**src/rtl/smc_arb_lite19_pkg.sv**
```systemverilog
// Shared definitions for the lite19 memory-controller arbiter: FSM encodings,
// default burst/timeout limits and small index helpers.
package smc_defs_lite19;

  typedef logic [1:0] idx_t;

  localparam logic [2:0] ST_IDLE    = 3'd0;
  localparam logic [2:0] ST_GRANT   = 3'd1;
  localparam logic [2:0] ST_START   = 3'd2;
  localparam logic [2:0] ST_WAIT    = 3'd3;
  localparam logic [2:0] ST_RELEASE = 3'd4;

  localparam int         MAX_BURST_DEF = 4;
  localparam logic [7:0] TIMEOUT_DEF   = 8'd255;

  function automatic logic [2:0] onehot3(input idx_t idx);
    return 3'b001 << idx;
  endfunction

  // Requester index that follows idx in round-robin order (modulo 3).
  function automatic idx_t next_idx(input idx_t idx);
    return (idx == 2'd2) ? 2'd0 : idx + 2'd1;
  endfunction

endpackage

```
**src/rtl/smc_rr_pick19.sv**
```systemverilog
// Combinational round-robin winner selection over three requesters; the search
// starts at the requester after last_owner.
module smc_rr_pick19
  import smc_defs_lite19::*;
(
  input  logic [2:0] req,
  input  idx_t       last_owner,
  output idx_t       winner,
  output logic       valid
);

  idx_t w_cand;
  logic w_found;

  always_comb begin
    winner  = 2'd0;
    valid   = |req;
    w_found = 1'b0;
    w_cand  = next_idx(last_owner);
    for (int i = 0; i < 3; i++) begin
      if (!w_found && req[w_cand]) begin
        winner  = w_cand;
        w_found = 1'b1;
      end
      w_cand = next_idx(w_cand);
    end
  end

endmodule

```
**src/rtl/smc_arb_lite19.sv**
```systemverilog
// Three-requester arbiter in front of the static memory controller: round-robin
// grant, bursts of up to MAX_BURST accesses, WAIT timeout abort.
//
// state   | meaning
// IDLE    | no owner, sampling requests
// GRANT   | owner registered, grant asserted
// START   | one-cycle new_access19 to the controller
// WAIT    | access in flight, timeout counter running
// RELEASE | grant dropped, last_owner updated
module smc_arb_lite19
  import smc_defs_lite19::*;
#(
  parameter int         NUM_REQ   = 3,
  parameter int         MAX_BURST = MAX_BURST_DEF,
  parameter logic [7:0] TIMEOUT   = TIMEOUT_DEF
) (
  input  logic               sys_clk19,
  input  logic               sys_reset19,
  input  logic [NUM_REQ-1:0] req19,
  input  logic [NUM_REQ-1:0] req_last19,
  input  logic [NUM_REQ-1:0] req_n_read19,
  input  logic [NUM_REQ-1:0] req_cs19,
  input  logic               smc_done19,
  input  logic               mac_done19,
  output logic [NUM_REQ-1:0] gnt19,
  output logic [NUM_REQ-1:0] ack19,
  output logic [NUM_REQ-1:0] err19,
  output logic               new_access19,
  output logic               cs19,
  output logic               n_read19,
  output logic [1:0]         owner19,
  output logic               arb_busy19
);

  localparam logic [2:0] LP_MAX_BURST = 3'(MAX_BURST);
  localparam logic [7:0] LP_TMO_LAST  = TIMEOUT - 8'd1;

  logic [2:0]         r_state;
  idx_t               r_last_owner;
  idx_t               r_owner;
  logic [2:0]         r_burst;
  logic [7:0]         r_tmo;
  logic [NUM_REQ-1:0] r_gnt;
  logic [NUM_REQ-1:0] r_ack;
  logic [NUM_REQ-1:0] r_err;
  logic               r_new_access;
  logic               r_cs;
  logic               r_n_read;

  idx_t w_winner;
  logic w_valid;
  logic w_done;
  logic w_tmo_hit;
  logic w_release;

  smc_rr_pick19 u_pick (
    .req        (req19),
    .last_owner (r_last_owner),
    .winner     (w_winner),
    .valid      (w_valid)
  );

  assign w_done    = smc_done19 & mac_done19;
  assign w_tmo_hit = (r_tmo == LP_TMO_LAST);
  assign w_release = req_last19[r_owner] | ~req19[r_owner] |
                     (r_burst + 3'd1 == LP_MAX_BURST);

  always_ff @(posedge sys_clk19 or posedge sys_reset19) begin
    if (sys_reset19) begin
      r_state      <= ST_IDLE;
      r_last_owner <= 2'd2;
      r_owner      <= 2'd0;
      r_burst      <= 3'd0;
      r_tmo        <= 8'd0;
      r_gnt        <= '0;
      r_ack        <= '0;
      r_err        <= '0;
      r_new_access <= 1'b0;
      r_cs         <= 1'b0;
      r_n_read     <= 1'b0;
    end else begin
      r_ack <= '0;
      r_err <= '0;
      case (r_state)
        ST_IDLE: begin
          if (w_valid) begin
            r_owner <= w_winner;
            r_gnt   <= onehot3(w_winner);
            r_burst <= 3'd0;
            r_state <= ST_GRANT;
          end
        end
        ST_GRANT: begin
          r_new_access <= 1'b1;
          r_cs         <= req_cs19[r_owner];
          r_n_read     <= req_n_read19[r_owner];
          r_tmo        <= 8'd0;
          r_state      <= ST_START;
        end
        ST_START: begin
          r_new_access <= 1'b0;
          r_state      <= ST_WAIT;
        end
        ST_WAIT: begin
          // Completion wins over a timeout landing in the same cycle.
          if (w_done) begin
            r_ack   <= onehot3(r_owner);
            r_burst <= (r_burst == LP_MAX_BURST) ? r_burst : r_burst + 3'd1;
            if (w_release) begin
              r_gnt    <= '0;
              r_cs     <= 1'b0;
              r_n_read <= 1'b0;
              r_state  <= ST_RELEASE;
            end else begin
              r_new_access <= 1'b1;
              r_cs         <= req_cs19[r_owner];
              r_n_read     <= req_n_read19[r_owner];
              r_tmo        <= 8'd0;
              r_state      <= ST_START;
            end
          end else if (w_tmo_hit) begin
            r_err    <= onehot3(r_owner);
            r_gnt    <= '0;
            r_cs     <= 1'b0;
            r_n_read <= 1'b0;
            r_state  <= ST_RELEASE;
          end else begin
            r_tmo <= r_tmo + 8'd1;
          end
        end
        ST_RELEASE: begin
          r_last_owner <= r_owner;
          r_state      <= ST_IDLE;
        end
        default: r_state <= ST_IDLE;
      endcase
    end
  end

  assign gnt19        = r_gnt;
  assign ack19        = r_ack;
  assign err19        = r_err;
  assign new_access19 = r_new_access;
  assign cs19         = r_cs;
  assign n_read19     = r_n_read;
  assign owner19      = r_owner;
  assign arb_busy19   = (r_state != ST_IDLE);

endmodule

```
**config.mk**
```make
export PLATFORM = sky130hd
export DESIGN_NAME = smc_arb_lite19
export DESIGN_NICKNAME = d
export VERILOG_FILES = /design/src/rtl/smc_arb_lite19_pkg.sv /design/src/rtl/smc_rr_pick19.sv /design/src/rtl/smc_arb_lite19.sv
export SDC_FILE = /design/constraint.sdc
export NUM_CORES = 1
export LEC_CHECK = 0
export ABC_AREA = 1
export CELL_PAD_IN_SITES_DETAIL_PLACEMENT = 2
export CELL_PAD_IN_SITES_GLOBAL_PLACEMENT = 2
export CORE_MARGIN = 4
export CORE_UTILIZATION = 32
export CTS_CLUSTER_SIZE = 14
export DETAILED_ROUTE_END_ITERATION = 8
export PLACE_DENSITY = 0.8
export SYNTH_ARGS = -nofsm -noshare
export SYNTH_HDL_FRONTEND = slang
export SYNTH_HIERARCHICAL = 1
export SYNTH_SLANG_ARGS = --single-unit
```
**constraint.sdc**
```tcl
create_clock -name sys_clk19 -period 5.4 [get_ports sys_clk19]
set_clock_uncertainty 0.2 [all_clocks]
set_input_delay 0.81 -clock sys_clk19 [delete_from_list [all_inputs] [get_ports sys_clk19]]
set_output_delay 0.81 -clock sys_clk19 [all_outputs]
set_load 0.1 [all_outputs]
```
==> results of run 1 <==
-- layout make-up --
type,count,area share (%)
Multi-Input combinational cell,171,39.60
Sequential cell,30,33.43
Timing Repair Buffer,31,13.68
Inverter,32,5.339
Tap cell,70,3.893
Clock buffer,7,3.838
Clock inverter,1,0.2225
-- registers in the layout (all words and copies together), names as in the netlist --
register      cells
new_access19      1
ack19             3
r_state           3
r_burst           3
cs19              1
r_last_owner      2
err19             3
n_read19          1
r_tmo             8
owner19           2
gnt19             3
-- routing by layer --
| layer | global-route usage (%) | up-vias | share of wire [%] |
|---|---|---|---|
| met5 | 0 | - | 0 |
| met4 | 4.458 | 0 | 0.91 |
| met3 | 3.069 | 2 | 2.4 |
| met2 | 26.46 | 22 | 48 |
| met1 | 22.08 | 835 | 49 |
| li1 | - | 822 | - |
-- worst max-delay path: cells and delay by family, from the launching register on --
family | cells | cell delay [ps]
buffers and inverters | 2 | 1020
DFF | 1 | 410
and+or+nand+nor | 2 | 400
-- kinds of logic (layout without fill, tap and decap cells) --
group                      after synthesis  count (layout)
xor gates and xnor gates                 3               3
and+or+nand+nor                        142             142
AOI/OAI and AO/OA                       21              21
buffers and inverters                   35              71
adders and majority gates                5               5
DFF                                     30              30
-- power groups by stage --
stage / clock network (uW) / registers (uW) / logic (uW)
global route: 207 / 366 / 779
floorplan: 0 / 530 / 363
CTS: 195 / 355 / 713
detailed placement: 0 / 357 / 707
global placement: 0 / 353 / 690
finish: 189 / 353 / 703
-- cells in the mapped netlist --
| cell | n |
|---|---|
| inv_1 | 31 |
| nand3_1 | 24 |
| ha_1 | 5 |
| dfrtp_1 | 29 |
| xnor2_1 | 1 |
| xor2_1 | 2 |
| nand2_1 | 74 |
| buf_6 | 2 |
| nor2_1 | 11 |
| dfstp_2 | 1 |
| o221ai_1 | 1 |
| o21ai_2 | 5 |
| nor3_1 | 8 |
| nor2_2 | 6 |
| nand3_2 | 6 |
| o21ai_0 | 8 |
| nor2_4 | 2 |
| inv_2 | 1 |
| nand4_1 | 2 |
| o21ai_1 | 4 |
| or2_1 | 1 |
| o211ai_1 | 1 |
| nand2_2 | 7 |
| a31oi_1 | 1 |
| a21boi_0 | 1 |
| or2_2 | 1 |
| buf_2 | 1 |
-- worst paths after layout --
check                             endpoint        start
setup / recovery                arb_busy19   r_state[0]
hold / removal                        cs19         cs19
setup reg to reg                  r_tmo[4]   r_state[1]
hold reg to reg                       cs19         cs19
max in group asynchronous  r_last_owner[1]  sys_reset19
min in group asynchronous         err19[1]  sys_reset19
-- per-stage QoR --
stage	power (uW)	instances
after floorplan	892.8	236
after global placement	1044	334
after detailed placement	1064	334
after CTS	1263	342
after global routing	1352	342
final	1245	342
==> out/qor.txt, run 1 <==
die height = 82.80 um
final period utilization = 57.88%
clock power share = 15.2%
First-pass DRT Iterations = 4
# resized after CTS = 0
CP arrival = 2120 ps
via count = 1681
Detail Route Antenna Nets = 0
worst path required time = 4390 ps
commonest cells after routing, fill and taps aside = nand2_1 (74), inv_1 (31), clkdlybuf4s50_1 (30)
placed cell area = 2158 um^2
Max Cap Violations = 0
Pint = 569.3 uW
Psw = 675.6 uW
synth warn = 6
fin util = 42.69%
Setup WS pre-CTS = 2561 ps
sequential share of the synthesized area = 42.00%
DRC = 0
Num CTS Buffers = 5
largest net degree at the start of global routing = 31
Avg Cell Area, Syn = 7.587 um^2
largest family of logic cells by synthesized area = simple AND/OR/NAND/NOR gates
most common cell after layout, fill and taps aside = nand2_1
Slew Limit Fails = 0
clock-pin slew of the registers on the worst-case setup and hold paths = 70 ps
CTS tree = built
initial antenna violation count = 0
gr ovfl total = 0
Synth cell types = 27
CP max stage delay = 960 ps
PortBufs = 30
vias in the first global route = 1864
Period minus WS final = 3125 ps
CP max stage cell = clkdlybuf4s50_1
core area = 5270 um^2
Die W = 82.80 um
worst min path class = reg -> reg
P&R area growth vs syn = 25.65%
# H-tree levels = 2
syn nets = 257
top cell type's share of synthesized area = 40.53%
Logic pwr share = 56.5%
post-route cell area = 2250 um^2
synthesized cell area = 1790 um^2
fmax = 0.3200 GHz
status = completed
Starting Density = 33.97%
final hold violation count = 0
clock sinks = 30
r2r worst-path depth = 8
Static Leak = 0.001084 uW
post-synth top area cell = dfrtp_1
setup bufs post-CTS = 0
Syn Inst Count = 236
CTS Hold Bufs = 0
WS Path Type = reg -> out
Slew Limit Headroom = 34.23%
setup TNS = 0 ps
Setup crit start kind = flop
switching share of power = 54.27%
area of the multi-input gates = 890.9 um^2
n_diodes = 0
Synth Area in XOR/XNOR = 1.468%
crit end category = primary output
Clock Latency Late Sink = 280 ps
Setup violations, final = 0
r2r setup slk = 3300 ps
initial DRC count = 51
GP Congestion = 0.7994
FP Rows = 26
worst-path maximum fanout = 5
ranking of synthesized cells by area = dfrtp_1 (41%), nand2_1 (16%), nand3_1 (6.7%)
# IOs = 31
GRT Util Overall = 16.27%
die footprint = 6856 um^2
layout cells sized above 1 = 13.60%
Synth Area in Compound Gates = 7.477%
vias per cell = 4.915
Worst Tran Pin Value = 983.4 ps
worst setup margin = 2275 ps
critical path cell sequence = or2_1, nor2_1, inv_1, clkdlybuf4s50_1
Reg power frac = 28.4%
wire length per cell = 15.18 um
Root Driver = clkbuf_8
Routed WL = 5190 um
Bufs on Longest Clock Path = 2
multiplexer area fraction after synthesis = 0%
wire length of the first global-routing pass = 9197 um
Hold Slack = 301.6 ps
simple-gate portion of the synthesized area = 37.32%
RSZ-0062 raised after global routing = no
HPWL after DPL = 3996 um
final net count = 292
Synth Register Bits = 30
pwr/cell area = 553.4 nW/um^2
Filler Cell Count = 624
Hold Path Depth = 2
Adder-Cell Fraction of Synth Area = 3.494%
Worst VDD drop = 0.3717 mV
FF+latch area = 752.0 um^2
Note: power is estimated with default switching activity, not from simulation.
==> run 2, diff against run 1 <==
--- a/config.mk
+++ b/config.mk
@@ -9,10 +9,10 @@
 export CELL_PAD_IN_SITES_DETAIL_PLACEMENT = 2
 export CELL_PAD_IN_SITES_GLOBAL_PLACEMENT = 2
 export CORE_MARGIN = 4
-export CORE_UTILIZATION = 32
+export CORE_UTILIZATION = 27
 export CTS_CLUSTER_SIZE = 14
 export DETAILED_ROUTE_END_ITERATION = 8
-export PLACE_DENSITY = 0.8
+export PLACE_DENSITY = 0.71
 export SYNTH_ARGS = -nofsm -noshare
 export SYNTH_HDL_FRONTEND = slang
 export SYNTH_HIERARCHICAL = 1
==> constraint.sdc (replaced) <==
create_clock -name sys_clk19 -period 2.6 [get_ports sys_clk19]
set_clock_uncertainty 0.2 [all_clocks]
set_input_delay 0.39 -clock sys_clk19 [delete_from_list [all_inputs] [get_ports sys_clk19]]
set_output_delay 0.39 -clock sys_clk19 [all_outputs]
set_load 0.1 [all_outputs]
==> out/qor.txt, run 2 (synthesized netlist as in run 1, its figures left out) <==
status = completed
# resized after CTS = 0 (unchanged)
Max Cap Violations = 0 (unchanged)
CP arrival = 1440 ps (-680 ps)
fmax = 0.4926 GHz
via count = 1667 (-0.83%)
CP max stage cell = dfrtp_1
Slew Limit Headroom = 69.00% (+35 points)
commonest cells after routing, fill and taps aside = nand2_1 (74), inv_1 (31), dfrtp_1 (29)
gr ovfl total = 0 (unchanged)
Die W = 89.44 um (+8.0%)
final period utilization = 78.08%
layout cells sized above 1 = 19.41% (+5.8 points)
initial antenna violation count = 0 (unchanged)
r2r worst-path depth = 10 (+2)
Static Leak = 0.001114 uW (+2.7%)
clock sinks = 30 (unchanged)
CTS Hold Bufs = 0 (unchanged)
largest net degree at the start of global routing = 31 (unchanged)
Setup violations, final = 0 (unchanged)
pwr/cell area = 1151 nW/um^2 (+110%)
critical path cell sequence = or2_1, nor2_1, inv_1, buf_4
CP max stage delay = 430 ps (-530 ps)
Setup crit start kind = flop
wire length per cell = 14.32 um (-5.6%)
final hold violation count = 0 (unchanged)
Bufs on Longest Clock Path = 2 (unchanged)
# H-tree levels = 2 (unchanged)
WS Path Type = reg -> out
GP Congestion = 0.7621 (-4.7%)
Worst Tran Pin Value = 461.5 ps (-521.9 ps)
switching share of power = 54.42% (+0.14 points)
die height = 89.44 um (+8.0%)
worst path required time = 2010 ps (-2380 ps)
Setup WS pre-CTS = 301.9 ps (-2259 ps)
Logic pwr share = 55.8% (-0.7 points)
Top reg by flops = r_tmo
Clock Latency Late Sink = 280 ps (about the same)
initial DRC count = 43 (-16%)
crit end category = primary output
GRT Util Overall = 13.99% (-2.3 points)
n_diodes = 0 (unchanged)
First-pass DRT Iterations = 4 (unchanged)
PortBufs = 30 (unchanged)
post-route cell area = 2228 um^2 (-0.95%)
FP Rows = 29 (+12%)
CTS tree = built
DRC = 0 (unchanged)
clock-pin slew of the registers on the worst-case setup and hold paths = 70 ps (about the same)
setup bufs post-CTS = 0 (unchanged)
setup TNS = 0 ps (unchanged)
placed cell area = 2137 um^2 (-0.99%)
# IOs = 31 (unchanged)
Root Driver = clkbuf_8
clock power share = 15.4% (+0.2 points)
Routed WL = 5013 um (-3.4%)
worst-path maximum fanout = 5 (unchanged)
Slew Limit Fails = 0 (unchanged)
most common cell after layout, fill and taps aside = nand2_1
Reg power frac = 28.8% (+0.4 points)
Psw = 1395 uW (+110%)
Num CTS Buffers = 5 (unchanged)
Period minus WS final = 2030 ps
worst min path class = reg -> reg
Hold Path Depth = 2 (unchanged)
RSZ-0062 raised after global routing = no
worst setup margin = 569.9 ps (-1705 ps)
Worst VDD drop = 0.7390 mV (+99%)
Starting Density = 28.04% (-5.9 points)
die footprint = 7999 um^2 (+17%)
core area = 6386 um^2 (+21%)
final net count = 293 (+0.34%)
Pint = 1169 uW (+110%)
P&R area growth vs syn = 24.46%
HPWL after DPL = 3954 um (-1.1%)
max reg flops = 8 (unchanged)
Detail Route Antenna Nets = 0 (unchanged)
wire length of the first global-routing pass = 8542 um (-7.1%)
vias in the first global route = 1726 (-7.4%)
vias per cell = 4.763 (-3.1%)
run 2: layout make-up:
cell class                      instances  area (um^2)
Fill cell                             755         4158
Multi-Input combinational cell        171        890.9
Sequential cell                        30        752.0
Timing Repair Buffer                   32        277.8
Inverter                               32        120.1
Tap cell                               77        96.34
Clock buffer                            7        86.33
Clock inverter                          1        5.005
run 2: critical path: cells and delay by family, from the launching register on:
kind	cells	cell delay (ps)
buffers and inverters	2	300
flip-flops	1	430
AND/OR/NAND/NOR	2	420
run 2: routing by layer:
layer / vias up / part of all wire (%) / track usage (%)
met5: - / 0 / 0
met2: 26 / 46 / 22.04
met1: 809 / 48 / 18.86
met4: 0 / 1.7 / 4.871
met3: 7 / 3.6 / 3.134
li1: 825 / - / -
run 2: per-stage QoR:
stage / total power [uW] / util (%) / hold WS, ps / instances
detailed placement: 2202 / 33.46 / 283.4 / 342
global placement: 2176 / 33.46 / 267.2 / 342
finish: 2564 / 34.89 / 288.1 / 350
CTS: 2610 / 34.89 / 300.0 / 350
floorplan: 1854 / - / 271.5 / 236
global route: 2790 / 34.89 / 329.8 / 350
run 2: power by group through the flow:
| stage | logic [uW] | clock network (uW) | registers, uW |
|---|---|---|---|
| 3_5_place_dp | 1450 | 0 | 748 |
| 4_1_cts | 1460 | 407 | 744 |
| 2_1_floorplan | 753 | 0 | 1100 |
| 5_1_grt | 1600 | 430 | 765 |
| 6_report | 1430 | 394 | 740 |
| 3_3_place_gp | 1430 | 0 | 743 |
run 2: final timing paths:
kind                       slack, ps          from               to
min reg2reg                      290  new_access19     new_access19
max reg2reg                      680    r_burst[0]         r_tmo[4]
max                              570    r_state[0]       arb_busy19
min in group asynchronous        300   sys_reset19       r_burst[0]
max in group asynchronous       1570   sys_reset19  r_last_owner[1]
min                              290  new_access19     new_access19
==> run 3, diff against run 2 <==
--- a/config.mk
+++ b/config.mk
@@ -9,10 +9,10 @@
 export CELL_PAD_IN_SITES_DETAIL_PLACEMENT = 2
 export CELL_PAD_IN_SITES_GLOBAL_PLACEMENT = 2
 export CORE_MARGIN = 4
-export CORE_UTILIZATION = 27
+export CORE_UTILIZATION = 30
 export CTS_CLUSTER_SIZE = 14
 export DETAILED_ROUTE_END_ITERATION = 8
-export PLACE_DENSITY = 0.71
+export PLACE_DENSITY = 0.75
 export SYNTH_ARGS = -nofsm -noshare
 export SYNTH_HDL_FRONTEND = slang
 export SYNTH_HIERARCHICAL = 1
==> constraint.sdc (replaced) <==
create_clock -name sys_clk19 -period 1.94 [get_ports sys_clk19]
set_clock_uncertainty 0.2 [all_clocks]
set_input_delay 0.291 -clock sys_clk19 [delete_from_list [all_inputs] [get_ports sys_clk19]]
set_output_delay 0.291 -clock sys_clk19 [all_outputs]
set_load 0.1 [all_outputs]
==> out/qor.txt, run 3 (synthesized netlist as in run 1, its figures left out) <==
Period minus WS final = 1889 ps
Max Cap Violations = 0 (unchanged)
pwr/cell area = 1540 nW/um^2 (+34%)
final net count = 310 (+5.8%)
Routed WL = 5642 um (+13%)
crit end category = primary output
CP top delay family = simple AND/OR/NAND/NOR gates
GP Congestion = 0.7665 (+0.58%)
wire length of the first global-routing pass = 9653 um (+13%)
commonest cells after routing, fill and taps aside = nand2_1 (73), inv_1 (31), dfrtp_1 (26)
Slew Limit Headroom = 72.65% (+3.7 points)
vias in the first global route = 1904 (+10%)
initial DRC count = 33 (-23%)
Bufs on Longest Clock Path = 2 (unchanged)
clock sinks = 30 (unchanged)
initial antenna violation count = 0 (unchanged)
Die W = 85.26 um (-4.7%)
WS Path Type = reg -> out
Worst VDD drop = 0.9788 mV (+32%)
clock-pin slew of the registers on the worst-case setup and hold paths = 60 ps (about the same)
P&R area growth vs syn = 44.30%
die height = 85.26 um (-4.7%)
Slew Limit Fails = 0 (unchanged)
n_diodes = 0 (unchanged)
RSZ-0062 raised after global routing = yes
via count = 1738 (+4.3%)
worst path required time = 1450 ps (-560 ps)
FF+latch area = 755.7 um^2 (+0.50%)
FP Rows = 27 (-6.9%)
Detail Route Antenna Nets = 0 (unchanged)
final hold violation count = 0 (unchanged)
setup TNS = 0 ps (unchanged)
vias per cell = 4.801 (+0.80%)
Setup crit start kind = flop
fmax = 0.5293 GHz
DRC = 0 (unchanged)
Top reg by flops = r_tmo
worst min path class = in -> async
Starting Density = 31.74% (+3.7 points)
most common cell after layout, fill and taps aside = nand2_1
HPWL after DPL = 4358 um (+10%)
wire length per cell = 15.59 um (+8.8%)
Num CTS Buffers = 5 (unchanged)
Static Leak = 0.001255 uW (+13%)
GRT Util Overall = 16.74% (+2.8 points)
Worst Tran Pin Value = 410.3 ps (-51.27 ps)
fin util = 45.80% (+11 points)
largest net degree at the start of global routing = 31 (unchanged)
CP max stage cell = dfrtp_2
status = completed
max reg flops = 8 (unchanged)
layout cells sized above 1 = 27.93% (+8.5 points)
worst-path maximum fanout = 4 (-1)
First-pass DRT Iterations = 4 (unchanged)
Root Driver = clkbuf_8
final period utilization = 97.38%
gr ovfl total = 0 (unchanged)
# IOs = 31 (unchanged)
CP max stage delay = 420 ps (about the same)
die footprint = 7268 um^2 (-9.1%)
CTS Hold Bufs = 0 (unchanged)
PortBufs = 30 (unchanged)
total power = 3979 uW (+55%)
# H-tree levels = 2 (unchanged)
area of the multi-input gates = 933.4 um^2 (+4.8%)
CTS tree = built
Filler Cell Count = 641 (-15%)
core area = 5642 um^2 (-12%)
WP buf/inv = 2 (unchanged)
Clock Latency Late Sink = 280 ps (about the same)
CP arrival = 1400 ps (-40 ps)
Setup violations, final = 0 (unchanged)
critical path cell sequence = or2_1, nor2_2, inv_1, buf_12
-- run 3: changes by cell type in the layout (fill, tap and decap cells not counted), sizes merged --
cell,change
buf,+17
-- run 3: cell type report --
class                           count  area share [%]
Multi-Input combinational cell    171           36.13
Clock inverter                      1          0.1937
Sequential cell                    30           29.25
Inverter                           32           4.649
Clock buffer                        7           3.341
Timing Repair Buffer               49           22.95
Tap cell                           72           3.487
-- run 3: worst paths after layout --
kind | slack, ps | start | endpoint | cells past startpoint
max in group asynchronous | 1000 | sys_reset19 | r_last_owner[1] | 3
worst max-delay path | 50 | r_state[0] | arb_busy19 | 4
min in group sys_clk19 | 340 | r_burst[2] | r_burst[2] | 2
worst max register to register | 100 | r_burst[0] | gnt19[2] | 10
worst min-delay path | 210 | sys_reset19 | ack19[2] | 3
worst min register to register | 340 | r_burst[2] | r_burst[2] | 2
-- run 3: what timing repair did --
action / in CTS / in global routing
gates cloned: 0 / 0
buffers inserted: 0 / 4
endpoints found under the setup margin: 3 / 8
pin swaps: 0 / 2
resized for setup: 3 / 8
-- run 3: worst min-delay path, cell delays in order --
cell and delay, ps:
clkdlybuf4s50_1 400, inv_1 60, buf_4 360
-- run 3: through the flow --
stage	worst slack (ps)	hold WS [ps]	std cells	instance area [um^2]
final	50.76	213.0	362	2584
after global routing	-34.01	252.8	362	2584
after CTS	3.324	223.3	358	2522
after detailed placement	-188.8	323.2	350	2419
after global placement	-65.27	305.5	350	2419
after floorplan	17.49	180.9	236	1793
-- run 3: layer usage --
metal	track usage (%)	wire, um	vias up
met4	4.748	72	0
met1	20.83	2539	854
met5	0	0	-
met2	29.31	2869	24
met3	3.204	160	6
li1	-	-	854
-- run 3: where the power goes --
| group | total [uW] | internal (uW) | switching (uW) | leakage, uW |
|---|---|---|---|---|
| Sequential | 1030 | 800 | 228 | 0.000394 |
| Combinational | 2430 | 854 | 1580 | 0.000813 |
| Clock | 517 | 286 | 232 | 0.0000482 |
